**src/rtl/iob_soc_opencryptolinux_pbus_arbiter.sv**
```systemverilog
// Round-robin arbiter for the shared peripheral IOb bus. One transaction is in flight at a time.
// Grant takes 1 cycle. Writes complete on ready. Reads complete on rvalid. Losing masters keep avalid high until served.
module iob_soc_opencryptolinux_pbus_arbiter #(
  parameter int N_MASTERS = 2,
  parameter int ADDR_W    = 32,
  parameter int DATA_W    = 32
) (
  input  logic                           clk_i,
  input  logic                           cke_i,
  input  logic                           arst_i,
  input  logic [N_MASTERS-1:0]           m_avalid_i,
  input  logic [N_MASTERS*ADDR_W-1:0]    m_addr_i,
  input  logic [N_MASTERS*DATA_W-1:0]    m_wdata_i,
  input  logic [N_MASTERS*DATA_W/8-1:0]  m_wstrb_i,
  output logic [N_MASTERS-1:0]           m_ready_o,
  output logic [N_MASTERS-1:0]           m_rvalid_o,
  output logic [DATA_W-1:0]              m_rdata_o,
  output logic                           s_avalid_o,
  output logic [ADDR_W-1:0]              s_addr_o,
  output logic [DATA_W-1:0]              s_wdata_o,
  output logic [DATA_W/8-1:0]            s_wstrb_o,
  input  logic                           s_ready_i,
  input  logic                           s_rvalid_i,
  input  logic [DATA_W-1:0]              s_rdata_i,
  output logic [$clog2(N_MASTERS)-1:0]   grant_o,
  output logic                           busy_o
);

  localparam int GW = $clog2(N_MASTERS);
  localparam int SW = DATA_W / 8;

  typedef enum logic [1:0] {IDLE, ACCESS, WAIT_R} state_t;

  state_t          state_q, state_d;
  logic [GW-1:0]   grant_q, grant_d;
  logic [GW-1:0]   rr_ptr_q, rr_ptr_d;

  logic [GW:0]     cand;
  logic [GW-1:0]   pick_idx;
  logic            pick_vld;
  logic [GW-1:0]   grant_inc;
  logic [ADDR_W-1:0] sel_addr;
  logic [DATA_W-1:0] sel_wdata;
  logic [SW-1:0]     sel_wstrb;

  assign sel_addr  = m_addr_i[grant_q*ADDR_W +: ADDR_W];
  assign sel_wdata = m_wdata_i[grant_q*DATA_W +: DATA_W];
  assign sel_wstrb = m_wstrb_i[grant_q*SW +: SW];
  assign grant_inc = (grant_q == GW'(N_MASTERS-1)) ? '0 : grant_q + 1'b1;

  // First requester found when scanning upward from rr_ptr, wrapping at N_MASTERS
  always_comb begin
    pick_vld = 1'b0;
    pick_idx = rr_ptr_q;
    cand     = '0;
    for (int i = 0; i < N_MASTERS; i++) begin
      cand = {1'b0, rr_ptr_q} + (GW+1)'(i);
      if (cand >= (GW+1)'(N_MASTERS)) cand = cand - (GW+1)'(N_MASTERS);
      if (!pick_vld && m_avalid_i[cand[GW-1:0]]) begin
        pick_vld = 1'b1;
        pick_idx = cand[GW-1:0];
      end
    end
  end

  always_comb begin
    state_d  = state_q;
    grant_d  = grant_q;
    rr_ptr_d = rr_ptr_q;
    case (state_q)
      IDLE: begin
        if (pick_vld) begin
          grant_d = pick_idx;
          state_d = ACCESS;
        end
      end
      ACCESS: begin
        // A withdrawn request gives up the slot without advancing the pointer
        if (!m_avalid_i[grant_q]) begin
          state_d = IDLE;
        end else if (s_ready_i) begin
          if (|sel_wstrb) begin
            state_d  = IDLE;
            rr_ptr_d = grant_inc;
          end else begin
            state_d = WAIT_R;
          end
        end
      end
      WAIT_R: begin
        if (s_rvalid_i) begin
          state_d  = IDLE;
          rr_ptr_d = grant_inc;
        end
      end
      default: state_d = IDLE;
    endcase
  end

  always_ff @(posedge clk_i or posedge arst_i) begin
    if (arst_i) begin
      state_q  <= IDLE;
      grant_q  <= '0;
      rr_ptr_q <= '0;
    end else if (cke_i) begin
      state_q  <= state_d;
      grant_q  <= grant_d;
      rr_ptr_q <= rr_ptr_d;
    end
  end

  always_comb begin
    m_ready_o  = '0;
    m_rvalid_o = '0;
    s_avalid_o = 1'b0;
    s_addr_o   = '0;
    s_wdata_o  = '0;
    s_wstrb_o  = '0;
    case (state_q)
      ACCESS: begin
        s_avalid_o          = m_avalid_i[grant_q];
        s_addr_o            = sel_addr;
        s_wdata_o           = sel_wdata;
        s_wstrb_o           = sel_wstrb;
        m_ready_o[grant_q]  = s_ready_i;
      end
      WAIT_R:  m_rvalid_o[grant_q] = s_rvalid_i;
      default: ;
    endcase
  end

  assign m_rdata_o = s_rdata_i;
  assign grant_o   = grant_q;
  assign busy_o    = (state_q != IDLE);

endmodule

```
**config.mk**
```make
export PLATFORM = sky130hd
export DESIGN_NAME = iob_soc_opencryptolinux_pbus_arbiter
export DESIGN_NICKNAME = d
export VERILOG_FILES = /design/src/rtl/iob_soc_opencryptolinux_pbus_arbiter.sv
export SDC_FILE = /design/constraint.sdc
export NUM_CORES = 1
export LEC_CHECK = 0
export CORE_AREA = 2 2 110 112
export DETAILED_ROUTE_END_ITERATION = 10
export DIE_AREA = 0 0 112 114
export PLACE_DENSITY = 0.68
export RECOVER_POWER = 100
export SYNTH_ARGS = -nofsm -noshare
export SYNTH_HDL_FRONTEND = slang
export SYNTH_SLANG_ARGS = --single-unit
```
**constraint.sdc**
```tcl
create_clock -name clk_i -period 1.8 [get_ports clk_i]
set_input_delay 0.54 -clock clk_i [delete_from_list [all_inputs] [get_ports clk_i]]
set_output_delay 0.54 -clock clk_i [all_outputs]
set_load 0.1 [all_outputs]
```
==> results of run 1 <==
[logic make-up after synthesis]
family	count (synthesis)	synth area share, %
mux	70	44.3
simple gates	90	24.4
flops	4	6.33
buf+inv	53	21.1
compound gates	9	3.88
[per-layer routing]
metal	wire length (µm)	vias up
met2	4940	158
met3	821	20
met5	0	-
met1	3110	1132
li1	-	1182
met4	187	0
[power groups by stage]
stage / clock network, mW / logic (mW) / registers [mW]
2_1_floorplan: 0 / 6.61 / 0.253
4_1_cts: 0.363 / 10.7 / 0.180
3_3_place_gp: 0 / 9.96 / 0.172
5_1_grt: 0.371 / 11.2 / 0.187
6_report: 0.356 / 10.9 / 0.182
3_5_place_dp: 0 / 10.1 / 0.174
[final timing paths]
kind / start / cells past startpoint / endpoint / slack, ns
worst max-delay path: grant_o / 5 / s_wstrb_o[1] / -0.30
worst min-delay path: arst_i / 2 / grant_o / 0.66
worst max register to register: grant_o / 6 / state_q[0] / 0.15
worst min register to register: rr_ptr_q / 2 / grant_o / 0.67
max in group asynchronous: arst_i / 2 / grant_o / 0.97
min in group clk_i: rr_ptr_q / 2 / grant_o / 0.67
[through the flow]
stage          setup TNS [ns]  std cells  util (%)
2_1_floorplan          -49.60        226         -
5_1_grt                -19.84        594      49.0
3_3_place_gp           -12.84        578      44.2
3_5_place_dp           -14.35        578      44.2
4_1_cts                -17.98        590      47.8
6_report               -16.80        594      49.0
[sequential cells by signal, indices dropped and copies added, names as in the netlist]
name / flops
state_q: 2
grant_o: 1
rr_ptr_q: 1
[cell usage after synthesis, drive strengths merged (2+ instances only)]
master  count
nor3        2
nand2       5
dfrtp       4
mux2i      70
clkbuf      5
and4b       2
nor4        2
nor2       72
inv         4
buf        44
o21ai       5
[area by class of cell]
cell class	instances	area [µm²]	share of cell area (%)
well taps	147	184	3.21
clock buffers	4	78.8	1.37
flip-flops and latches	4	105	1.83
multi-input cells	170	1910	33.4
inverters	4	15.0	0.262
repair buffers	265	3440	60.0
[worst max-delay path, cell delays in order, from the launching register on]
cell	delay, ns
dfrtp_4	0.49
buf_12	0.17
buf_4	0.15
mux2i_1	0.13
nor2_1	0.19
buf_12	0.20
[repair_timing]
| item | 4_1_cts | 5_1_grt |
|---|---|---|
| setup buffers | 6 | 4 |
| pin swaps | 9 | 11 |
| setup endpoints to repair | 75 | 75 |
| gates cloned | 3 | 0 |
| resized for setup | 88 | 24 |
==> impl_metrics.py, run 1 <==
metrics = {
    "final_layout": {
        "final_cell_area_um2": 5740,
        "fillCellCount": 1063,
        "area_growth_pct": 263,
        "drive_above_1_share_pct": 56.8,
        "final_cell_mix": "clkdlybuf4s50_1 (116), buf_12 (81), nor2_4 (54), mux2i_2 (43), buf_4 (28)",
        "final_common_cell": "clkdlybuf4s50_1",
        "n_antenna_cell": 0,
        "nets": 623,
    },
    "outcome": {
        "outcome": "finished, violations left",
        "violations": "setup timing",
    },
    "synth": {
        "synth_edf_count": 0,
        "ys_warn_count": 0,
        "synth_area_leaders": "mux2i_1 (44%), nor2_1 (17%), buf_4 (15%)",
        "synth_cell_types": 25,
        "synth_top_area_share_pct": 44.3,
        "synth_area_um2": 1580,
        "syn-num-nets": 401,
        "synthArstFlopShare_pct": 100,
        "synth_seq_cells": 4,
        "synth_ff_type": "dfrtp_1",
        "synth_area_leader_cell": "mux2i_1",
        "synth_seq_area_share_pct": 6.33,
        "postSynthAreaPerCell_um2": 7.00,
        "syn_inst": 226,
    },
    "global_routing": {
        "grt_max_degree": 18,
        "grt_pass1_wl_mm": 13.9,
        "use_met2_pct": 26.8,
        "grt.total_usage_pct": 13.7,
        "grt_overflow": 0,
        "top_usage_layer": "met2",
        "grt_util_met1_pct": 14.2,
        "grt_pass1_vias": 2726,
        "grt_use_met3_pct": 3.35,
        "grt_antenna_before_repair": 0,
    },
    "clock_network": {
        "clock_path_buffers": 2,
        "cts_tree": "built",
        "clkSinkCount": 4,
        "clkTransAtPathRegs_ns": 0.03,
        "cts_max_level": 1,
        "holdBufCountCts": 0,
        "insertion_delay_ns": 0.23,
        "cts_buffers": 3,
        "cts_root_buf": "clkbuf_16",
    },
    "placed_design": {
        "port_buffers": 217,
        "dp_slack_ns": -0.465,
        "dp_hpwl_mm": 7.29,
        "place_congestion": 0.860,
        "dpl_cell_area_um2": 5180,
    },
    "power_and_ir_drop": {
        "comb_power_share_pct": 95.3,
        "p_total_mw": 11.4,
        "power.switching_mw": 6.61,
        "cellPowerDensity_nw_per_um2": 1990,
        "p_sw_share_pct": 57.9,
        "leakagePower_nw": 2.28,
        "power.internal_mw": 4.81,
        "vdd_drop_max_mv": 1.42,
        "seq_power_share_pct": 1.6,
        "pwr-share-clk_pct": 3.1,
    },
    "sta": {
        "finalClockSkew_ns": 0.00250,
        "max_clock_freq_mhz": 476,
        "maxSlewHeadroom_pct": 82.1,
        "finalCritPeriodShare_pct": 117,
        "drv_slew": 0,
        "rsz0062_at_grt": "yes",
        "worst_pin_slew_ns": 0.261,
        "finalSetupViolCount": 73,
        "hold_slack_ns": 0.658,
        "layout_setup_ws_ns": -0.303,
        "hold_viol": 0,
        "fin_crit_ns": 2.10,
    },
    "flow_run": {
        "max-cap-violations": 0,
    },
    "routing": {
        "via_per_inst": 4.20,
        "ant_nets": 0,
        "vias": 2492,
        "drc": 0,
        "drt_iter0_drc": 47,
        "wl_mm": 9.06,
        "wl_per_cell_um": 15.2,
        "firstDrtPassIters": 2,
    },
    "floorplanning": {
        "chipWidth_um": 112,
        "die_y_um": 114,
        "start_util_pct": 13.5,
        "num_rows": 40,
        "ioPinCount": 282,
        "dieArea_um2": 12800,
        "core_area_um2": 11700,
    },
    "worst_setup_path": {
        "required_ns": 1.26,
        "crit_fanout": 16,
        "crit_path_end_kind": "output pin",
        "crit_type": "reg -> out",
        "critical_path_arrival_ns": 1.56,
        "startpoint_type": "flip-flop",
    },
    "worst_hold_path": {
        "hold_path_class": "in -> async",
    },
}
Power figures use the tool's default switching activity.
==> run 2, diff against run 1 <==
--- a/config.mk
+++ b/config.mk
@@ -10,6 +10,7 @@
 export DIE_AREA = 0 0 112 114
 export PLACE_DENSITY = 0.68
 export RECOVER_POWER = 100
+export REMOVE_ABC_BUFFERS = 1
 export SYNTH_ARGS = -nofsm -noshare
 export SYNTH_HDL_FRONTEND = slang
 export SYNTH_SLANG_ARGS = --single-unit
==> impl_metrics.py, run 2 (synthesized netlist as in run 1, its figures left out) <==
metrics = {
    "outcome": {
        "outcome": "finished, violations left",
        "violations": "setup timing",
    },
    "power_and_ir_drop": {
        "seq_power_share_pct": 2.0,
        "vdd_drop_max_mv": 1.39,
        "power.switching_mw": 5.96,
        "cellPowerDensity_nw_per_um2": 2000,
        "pwr-share-clk_pct": 3.7,
        "p_total_mw": 9.71,
        "p_sw_share_pct": 61.4,
        "power.internal_mw": 3.75,
        "comb_power_share_pct": 94.3,
        "leakagePower_nw": 2.14,
    },
    "sta": {
        "worst_pin_slew_ns": 0.292,
        "layout_setup_ws_ns": -0.284,
        "finalSetupViolCount": 73,
        "fin_crit_ns": 2.08,
        "hold_viol": 0,
        "hold_slack_ns": 0.648,
        "finalClockSkew_ns": 0.000131,
        "rsz0062_at_grt": "yes",
        "maxSlewHeadroom_pct": 80.5,
        "finalCritPeriodShare_pct": 116,
        "max_clock_freq_mhz": 480,
        "drv_slew": 0,
        "final.setup.tns_ns": -16.37,
    },
    "final_layout": {
        "final_common_cell": "clkdlybuf4s50_1",
        "top_register": "state_q",
        "final_cell_mix": "clkdlybuf4s50_1 (130), buf_12 (79), mux2i_1 (64), nor2_2 (38), nor2_1 (32)",
        "fillCellCount": 1150,
        "instances_no_fill": 569,
        "seq_area_um2": 104,
        "area_growth_pct": 206,
        "n_antenna_cell": 0,
        "largest_register_ffs": 2,
        "drive_above_1_share_pct": 36.3,
        "multiInputGateArea_um2": 1310,
        "nets": 598,
        "fin_util_pct": 41.4,
    },
    "floorplanning": {
        "ioPinCount": 282,
        "chipWidth_um": 112,
        "start_util_pct": 13.5,
        "die_y_um": 114,
        "core_area_um2": 11700,
        "num_rows": 40,
        "dieArea_um2": 12800,
    },
    "global_routing": {
        "grt_pass1_wl_mm": 14.4,
        "grt_pass1_vias": 2509,
        "grt_antenna_before_repair": 0,
        "grt.total_usage_pct": 14.9,
        "grt_max_degree": 43,
        "grt_overflow": 0,
    },
    "clock_network": {
        "clkSinkCount": 4,
        "cts_tree": "built",
        "clkTransAtPathRegs_ns": 0.03,
        "cts_buffers": 3,
        "cts_max_level": 1,
        "cts_root_buf": "clkbuf_16",
        "holdBufCountCts": 0,
        "insertion_delay_ns": 0.22,
        "clock_path_buffers": 2,
    },
    "worst_setup_path": {
        "crit_type": "reg -> out",
        "crit_fanout": 42,
        "max_stage_delay_ns": 0.51,
        "crit_top_cell": "buf_12",
        "crit_slowest_cell": "dfrtp_4",
        "required_ns": 1.26,
        "path_buf_inv": 2,
        "critical_path_arrival_ns": 1.54,
        "crit_path_end_kind": "output pin",
        "rrSetupSlack_ns": 0.10,
        "crit_family": "flip-flops",
        "crit_chain": "buf_12 -> mux2i_1 -> nor2_1 -> buf_12",
        "startpoint_type": "flip-flop",
    },
    "routing": {
        "firstDrtPassIters": 4,
        "wl_mm": 10.0,
        "wl_per_cell_um": 17.6,
        "ant_nets": 0,
        "vias": 2362,
        "drt_iter0_drc": 83,
        "via_per_inst": 4.15,
        "drc": 0,
    },
    "placed_design": {
        "port_buffers": 217,
        "place_congestion": 0.755,
        "dp_hpwl_mm": 8.66,
        "dp.cells": 564,
    },
    "worst_hold_path": {
        "hold_path_class": "in -> async",
    },
    "flow_run": {
        "max-cap-violations": 0,
    },
}
[run 2: power groups by stage]
stage / sequential [mW] / combinational [mW] / clock (mW)
floorplan: 0.386 / 4.04 / 0
global placement: 0.185 / 8.82 / 0
detailed placement: 0.184 / 8.86 / 0
CTS: 0.189 / 9.07 / 0.368
global route: 0.195 / 9.44 / 0.376
finish: 0.192 / 9.15 / 0.361
[run 2: timing repair]
item / in CTS / in global routing
pin swaps: 6 / 5
setup buffers: 0 / 0
cloned: 1 / 0
endpoints found under the setup margin: 75 / 74
gates resized for setup: 36 / 31
[run 2: final cells by class]
cell class	instances	area share, %
well taps	147	3.80
repair buffers	241	65.1
multi-input cells	169	27.0
inverters	4	0.310
flip-flops and latches	4	2.14
clock buffers	4	1.63
[run 2: through the flow]
stage	setup WS, ns	area (µm²)
final	-0.284	4850
after global routing	-0.341	4850
after CTS	-0.299	4750
after detailed placement	-0.427	4590
after global placement	-0.399	4590
after floorplan	-4.12	1260
[run 2: per-layer routing]
layer  global-route usage, %  vias up  part of all wire (%)
met2                    23.3      157                    46
met4                    2.76        2                  0.68
li1                        -     1124                     -
met1                    17.7     1073                    40
met5                    4.71        -                  0.71
met3                    8.45        6                    13
[run 2: path summary, 6_finish.rpt]
check                      startpoint      endpoint  cells after the start
max                           grant_o  s_wdata_o[5]                      4
min reg2reg                state_q[1]    state_q[1]                      3
min                            arst_i       grant_o                      2
max in group asynchronous      arst_i       grant_o                      2
min in group clk_i         state_q[1]    state_q[1]                      3
max reg2reg                   grant_o    state_q[0]                      5
[run 2: worst register-to-register path, cell delays in order, from the launching register on]
cell and delay [ns]:
dfrtp_4 0.46, buf_12 0.27, mux2i_1 0.31, nor2_2 0.10, buf_4 0.15, a221o_1 0.29
==> run 3, diff against run 2 <==
--- a/config.mk
+++ b/config.mk
@@ -8,6 +8,7 @@
 export CORE_AREA = 2 2 110 112
 export DETAILED_ROUTE_END_ITERATION = 10
 export DIE_AREA = 0 0 112 114
+export HOLD_SLACK_MARGIN = 0.06
 export PLACE_DENSITY = 0.68
 export RECOVER_POWER = 100
 export REMOVE_ABC_BUFFERS = 1
==> results of run 3 <==
Same layout as run 2: the final DEF is identical, and so are final timing and power.
